--- config.mk ---
export PLATFORM = sky130hd
export DESIGN_NAME = conf_editor
export DESIGN_NICKNAME = d
export VERILOG_FILES = /design/src/rtl/conf_editor.sv
export SDC_FILE = /design/constraint.sdc
export NUM_CORES = 1
export LEC_CHECK = 0
export CORE_MARGIN = 2
export CORE_UTILIZATION = 47
export CTS_BUF_LIST = sky130_fd_sc_hd__clkbuf_2 sky130_fd_sc_hd__clkbuf_4 sky130_fd_sc_hd__clkbuf_8
export CTS_CLUSTER_DIAMETER = 40
export DETAILED_ROUTE_END_ITERATION = 16
export GPL_TIMING_DRIVEN = 0
export MAX_ROUTING_LAYER = met4
export PLACE_DENSITY = 0.83
export SYNTH_ARGS = -nofsm -noshare
export SYNTH_HDL_FRONTEND = slang
export SYNTH_SLANG_ARGS = --single-unit
--- constraint.sdc ---
create_clock -name clk -period 3.72 [get_ports clk]
set_input_delay 0.372 -clock clk [delete_from_list [all_inputs] [get_ports clk]]
set_output_delay 0.372 -clock clk [all_outputs]
set_load 0.01 [all_outputs]
--- src/rtl/conf_editor.sv ---
// conf_editor: front-panel sequencer for browsing, BCD-editing and committing config fields
module conf_editor #(
  parameter int DIGITS = 6,
  parameter int FIELDS = 5,
  parameter int GUARD  = 2
) (
  input  logic                clk,
  input  logic                rst,
  input  logic                ce,
  input  logic                btn_field,
  input  logic                btn_edit,
  input  logic                btn_cancel,
  input  logic                btn_digit,
  input  logic                btn_inc,
  input  logic                btn_dec,
  input  logic [DIGITS*4-1:0] selected_value,
  input  logic                ready,
  output logic [2:0]          selected_index,
  output logic [DIGITS*4-1:0] selected_new_value,
  output logic                selected_set,
  output logic [DIGITS*4-1:0] edit_value,
  output logic [2:0]          cursor,
  output logic                editing,
  output logic                busy
);
  localparam int GW = $clog2(GUARD + 2);
  typedef enum logic [1:0] {BROWSE, EDIT, COMMIT, WAIT_READY} state_t;
  state_t              r_state;
  logic [2:0]          r_field;
  logic [2:0]          r_cursor;
  logic [DIGITS*4-1:0] r_buf;
  logic [GW-1:0]       r_guard;
  logic [3:0]          w_nib;
  logic [3:0]          w_new;
  logic [DIGITS*4-1:0] w_buf;
  // Digit under the cursor stepped up or down with BCD wrap; non-BCD nibbles land on 0 (inc) or 9 (dec)
  always_comb begin
    w_nib = '0;
    for (int i = 0; i < DIGITS; i++) w_nib = (r_cursor == 3'(i)) ? r_buf[i*4 +: 4] : w_nib;
    w_new = btn_inc ? ((w_nib >= 4'd9) ? 4'd0 : w_nib + 4'd1)
                    : ((w_nib == 4'd0 || w_nib > 4'd9) ? 4'd9 : w_nib - 4'd1);
    w_buf = r_buf;
    for (int i = 0; i < DIGITS; i++) w_buf[i*4 +: 4] = (r_cursor == 3'(i)) ? w_new : r_buf[i*4 +: 4];
  end
  // Mode sequencing: browse fields, edit buffer, one-cycle commit strobe, guarded wait for ready
  always_ff @(posedge clk or posedge rst)
    if (rst) begin
      r_state  <= BROWSE;
      r_field  <= '0;
      r_cursor <= '0;
      r_buf    <= '0;
      r_guard  <= '0;
    end else if (ce) begin
      case (r_state)
        BROWSE:
          if (btn_edit) begin
            r_buf    <= selected_value;
            r_cursor <= '0;
            r_state  <= EDIT;
          end else if (btn_field) r_field <= (r_field == 3'(FIELDS - 1)) ? 3'd0 : r_field + 3'd1;
        EDIT:
          if (btn_cancel) r_state <= BROWSE;
          else if (btn_edit) r_state <= COMMIT;
          else if (btn_digit) r_cursor <= (r_cursor == 3'(DIGITS - 1)) ? 3'd0 : r_cursor + 3'd1;
          else if (btn_inc || btn_dec) r_buf <= w_buf;
        COMMIT: begin
          r_state <= WAIT_READY;
          r_guard <= GW'(GUARD);
        end
        default: begin
          if (r_guard != '0) r_guard <= r_guard - GW'(1);
          if (r_guard <= GW'(1) && ready) r_state <= BROWSE;
        end
      endcase
    end
  assign selected_index     = r_field;
  assign selected_new_value = r_buf;
  assign edit_value         = r_buf;
  assign cursor             = r_cursor;
  assign selected_set       = r_state == COMMIT;
  assign editing            = r_state == EDIT;
  assign busy               = r_state == COMMIT || r_state == WAIT_READY;
endmodule

==> impl_metrics.toml, run 1 <==
[synthesis]
postSynthAreaPerCell_um2 = 8.66
netlist.area_leader.share = 0.334
syn_nets = 340
yosysTopAreaCell = "dfrtp_1"
synth_compound_area_frac = 0.288
synth_top_family_by_area = "compound AO/OA/AOI/OAI gates"
synth_fa_ha_area_frac = 0.0590
synth_edf_count = 0
netlist_area_um2 = 2540
ys_seq_area_frac = 0.334
ys_types = 51
ys.flop_type = "dfrtp_1"
synth-xor-area-share = 0
syn_inst = 294
synthTopCellsByArea = "dfrtp_1 33%, buf_4 7.4%, ha_1 5.9%"
synthSimpleGateAreaFrac = 0.154
synth_async_sr_flop_share = 1.00
synth_mux_area_frac = 0.0452
ys_seq_elements = 34
yosysWarningCount = 0

[cells_and_area]
final_common_cell = "clkdlybuf4s50_1"
antenna_cells = 0
final_cells = 463
final_layout_size_suffix_gt1_frac = 0.145
nets = 438
syn_to_final_growth_pct = 44.1
regArea_um2 = 851
final_cell_mix = "90 x clkdlybuf4s50_1, 34 x dfrtp_1, 32 x nand2_1, 26 x buf_4, 25 x nor2_1"
multi_input_area_um2 = 1410
fillers = 420
fin_util = 0.709

[global_route]
grt_max_degree = 35
grt_usage = 0.260
antenna_found_initial = 0
overflow = 0
grt_pass1_wl_um = 12200
first_global_vias = 2507

[power_and_ir_drop]
leakage_nw = 1.59
powerDensity_nw_per_um2 = 1060
power.total_mw = 3.88
vdd.ir_drop.worst_mv = 0.590

[worst_setup_path]
required_ps = 3880
criticalPathCategory = "flop to flop"
cp.arrival_ps = 3700
cp-end-kind = "flop"
crit_fanout = 10
crit_path_start_kind = "flop"

[cts]
cts.clk_slew.worst_paths_ps = 70
cts_buffers = 5
h-tree-depth = 2
clkSinkCount = 34
cts_buffer_depth = 2
cts_tree = "yes"
root_buffer = "clkbuf_8"
hold_buffers = 0
clock_latency_ps = 280

[timing]
fin_skew_ps = 5.17
layout_setup_ws_ps = 175
worst_pin_slew_ps = 737
post-route-period-util = 0.953
maxSlewHeadroom = 0.507
setup_viol = 0
fmax_mhz = 282
finalHoldViolCount = 0
slew_violations = 0
finalCriticalPeriod_ps = 3540
tns_ps = 0

[die]
chipWidth_um = 77.6
coreArea_um2 = 5170
dieHeight_um = 77.6
die_area_um2 = 6020
start_util = 0.492
rows = 26
num_io_pins = 91

[placed_design]
hpwlAfterDp_um = 5590
place_inst = 454
preCtsSetupSlack_ps = -112
gp_congestion = 0.942
port_buffers = 90

[outcome]
status = "completed"

[route]
wl_per_cell_um = 15.9
num_vias = 2557
drtIter0Drc = 185
drc = 0
ant_nets = 0
routed_wl_um = 7360
drt_first_pass_iters = 4
vias_per_cell = 5.52

[flow_run]
drv_cap = 0

[min_path]
hold_class = "input port to asynchronous set/reset pin"
[layer usage]
layer	up-vias	GRT usage	part of all wire
li1	1228	-	-
met1	1220	0.340	0.43
met2	96	0.412	0.50
met3	13	0.0419	0.050
met4	0	0.0893	0.016
met5	-	-	0
[final cells by class]
| class | count | share of cell area |
|---|---|---|
| buffer | 33 | 0.0641 |
| clock buffer | 7 | 0.0229 |
| clock inverter | 1 | 0.00819 |
| inverter | 18 | 0.0184 |
| multi-input combinational | 209 | 0.383 |
| sequential | 34 | 0.232 |
| tap | 70 | 0.0239 |
| timing repair buffer | 91 | 0.248 |
[state kept, by name, summed over array words and instances, names as in the netlist]
signal          flops
edit_value         24
cursor              3
selected_index      3
r_guard             2
r_state             2
[repair_timing]
item | 4_1_cts | 5_1_grt
pin swaps | 0 | 1
buffers inserted | 0 | 1
setup endpoints to repair | 6 | 8
resized for setup | 1 | 1
[worst paths after layout]
kind                                  from                 to  slack (ps)  depth (start not counted)
worst min register to register  r_state[0]         r_state[1]         540                          1
max in group asynchronous              rst     edit_value[21]        2720                          2
min in group clk                r_state[0]         r_state[1]         540                          1
worst min-delay path                   rst  selected_index[2]         530                          2
worst max register to register   cursor[0]      edit_value[0]         180                         16
worst max-delay path             cursor[0]      edit_value[0]         180                         16
[metrics by stage]
step | instance area (µm²) | hold slack (ps)
finish | 3670 | 525
floorplan | 2540 | 491
global placement | 3530 | 520
global route | 3670 | 567
CTS | 3660 | 533
detailed placement | 3530 | 539
[cell usage after synthesis, types with 3 or more instances]
cell and n:
dfrtp_1 34, nand2_1 32, buf_4 25, nor2_1 25, a21oi_1 20, o21ai_0 20, inv_1 18, ha_1 12
a21o_1 11, mux2i_1 7, o31ai_1 7, o22a_1 6, a31oi_1 5, clkbuf_1 4, mux2_2 4, nand2b_1 4
o21ai_1 4, a221oi_2 3, and3b_1 3, nand3_1 3, nor2b_1 3, nor3_1 3, o211ai_1 3, o22ai_1 3
[report_power, final]
part / switching, mW / internal (mW) / total (mW)
sequential: 0.208 / 0.551 / 0.759
combinational: 1.41 / 1.37 / 2.77
clock: 0.135 / 0.215 / 0.350
[cell families after synthesis]
family                   count (synthesis)
AO/OA/AOI/OAI                          102
adder cells (fa/ha/maj)                 12
buffers and inverters                   51
flip-flops                              34
multiplexers                            11
AND/OR/NAND/NOR                         84
[critical path, stage by stage, from the launching register on]
cell and delay [ps]:
dfrtp_1 350, buf_2 210, buf_4 210, and2_1 140
ha_2 250, nor2_1 120, o221a_1 170, or3_1 330
buf_6 150, inv_1 50, ha_1 240, inv_1 140
o32ai_2 330, o22ai_1 170, a221oi_4 270, buf_4 200
o22ai_1 90
(Power assumes the default switching activity.)
==> run 2: changes to the inputs <==
--- a/config.mk
+++ b/config.mk
@@ -6,13 +6,12 @@
 export NUM_CORES = 1
 export LEC_CHECK = 0
 export CORE_MARGIN = 2
-export CORE_UTILIZATION = 47
+export CORE_UTILIZATION = 30
 export CTS_BUF_LIST = sky130_fd_sc_hd__clkbuf_2 sky130_fd_sc_hd__clkbuf_4 sky130_fd_sc_hd__clkbuf_8
 export CTS_CLUSTER_DIAMETER = 40
 export DETAILED_ROUTE_END_ITERATION = 16
 export GPL_TIMING_DRIVEN = 0
 export MAX_ROUTING_LAYER = met4
-export PLACE_DENSITY = 0.83
 export SYNTH_ARGS = -nofsm -noshare
 export SYNTH_HDL_FRONTEND = slang
 export SYNTH_SLANG_ARGS = --single-unit
==> impl_metrics.toml, run 2 (synthesized netlist as in run 1, its figures left out) <==
[outcome]
status = "completed"

[timing]
setup_viol = 0
worst_pin_slew_ps = 762
finalCriticalPeriod_ps = 3520
rsz0062_at_grt = "no"
fmax_mhz = 284
fin_skew_ps = 4.76
post-route-period-util = 0.945
maxSlewHeadroom = 0.491
finalHoldViolCount = 0
slew_violations = 0

[route]
drc = 0
num_vias = 2470
vias_per_cell = 4.97
drtIter0Drc = 110
routed_wl_um = 7950
drt_first_pass_iters = 4
wl_per_cell_um = 16.0
ant_nets = 0

[worst_setup_path]
cp_num_buf_inv = 5
crit_cells = 14
cp.arrival_ps = 3660
required_ps = 3870
crit_slowest_cell = "a221oi_2"
criticalPathCategory = "flop to flop"
cpMostUsedCell = "inv_1"
cp_cell_sequence = "clkbuf_4 -> buf_4 -> and2_1 -> ha_4 -> nor2_1 -> o221a_1 -> or3_1 -> buf_6 -> inv_1 -> ha_2 -> inv_1 -> o32ai_1 -> a221oi_2 -> o31ai_1"
crit_fanout = 10
crit_family = "compound AO/OA/AOI/OAI gates"
worstRegToRegCells = 14
crit_path_start_kind = "flop"
cp-end-kind = "flop"
cp_slowest_stage_delay_ps = 670

[global_route]
grt_max_degree = 35
grt_usage = 0.182
grt_pass1_wl_um = 12400
antenna_found_initial = 0
overflow = 0
first_global_vias = 2395

[cells_and_area]
final_layout_size_suffix_gt1_frac = 0.148
fin_util = 0.453
final_cell_mix = "90 x clkdlybuf4s50_1, 34 x dfrtp_1, 32 x nand2_1, 25 x nor2_1, 25 x buf_4"
fin_area_um2 = 3720
antenna_cells = 0
final_common_cell = "clkdlybuf4s50_1"
nets = 437
fillers = 818
syn_to_final_growth_pct = 46.1
largest_reg_flops = 24

[die]
num_io_pins = 91
coreArea_um2 = 8220
start_util = 0.310
die_area_um2 = 9240
dieHeight_um = 96.1
chipWidth_um = 96.1
rows = 33

[cts]
cts.clk_slew.worst_paths_ps = 70
clkSinkCount = 34
root_buffer = "clkbuf_8"
h-tree-depth = 2
clock_latency_ps = 290
cts_buffer_depth = 2
cts_buffers = 5
cts_tree = "yes"

[flow_run]
drv_cap = 0

[power_and_ir_drop]
leakage_nw = 1.57
powerDensity_nw_per_um2 = 1040
vdd.ir_drop.worst_mv = 0.388

[placed_design]
port_buffers = 90
dpl_cell_area_um2 = 3580
gp_congestion = 0.907
hpwlAfterDp_um = 6200

[min_path]
hold_class = "input port to asynchronous set/reset pin"
run 2: worst paths after layout:
path	from	slack, ps	to
worst max-delay path	cursor[0]	200	edit_value[14]
worst min-delay path	rst	530	selected_index[1]
worst max register to register	cursor[0]	200	edit_value[14]
worst min register to register	r_state[0]	530	r_state[1]
max in group asynchronous	rst	2710	edit_value[21]
min in group clk	r_state[0]	530	r_state[1]
run 2: cell type report:
cell class                      instances  area (µm²)  share of cell area
Sequential cell                        34         851               0.229
Buffer                                 33         238              0.0639
Inverter                               18        67.6              0.0182
Tap cell                              105         131              0.0353
Clock inverter                          2        12.5             0.00336
Multi-Input combinational cell        209        1440               0.386
Clock buffer                            6        82.6              0.0222
Timing Repair Buffer                   90         901               0.242
run 2: metrics by stage:
step | power, mW | setup WS, ps | hold WS, ps | TNS [ps] | std cells
after global routing | 4.18 | 9.26 | 571 | 0 | 497
final | 3.86 | 204 | 531 | 0 | 497
after floorplan | 2.43 | 491 | 491 | 0 | 294
after detailed placement | 3.48 | -93.0 | 522 | -414 | 489
after global placement | 3.47 | -152 | 520 | -793 | 489
after CTS | 3.81 | 0.677 | 527 | 0 | 497
run 2: routing by layer:
layer  part of all wire  up-vias  routed length [µm]  track usage
met5                  0        -                   0            -
met2               0.49       66                3880        0.296
li1                   -     1230                   -            -
met1               0.45     1164                3610        0.235
met3              0.042       10                 333       0.0243
met4              0.015        0                 119       0.0536
run 2: timing repair:
item,in CTS,in global routing
pin swaps,1,1
hold buffers,0,0
endpoints found under the setup margin,6,18
setup buffers,0,0
gates resized for setup,1,6
run 2: worst register-to-register path: cells and delay by family, from the launching register on:
kind	cells	cell delay [ps]
simple gates	3	630
compound gates	4	1230
fa+ha+maj	2	390
buf+inv	5	730
flops	1	390
run 2: where the power goes:
group          total (mW)  switching (mW)  internal, mW  leakage [nW]
Combinational        2.80            1.41          1.39          1.12
Sequential          0.761           0.210         0.551         0.410
Clock               0.298           0.149         0.149        0.0472
Total                3.86            1.77          2.09          1.57
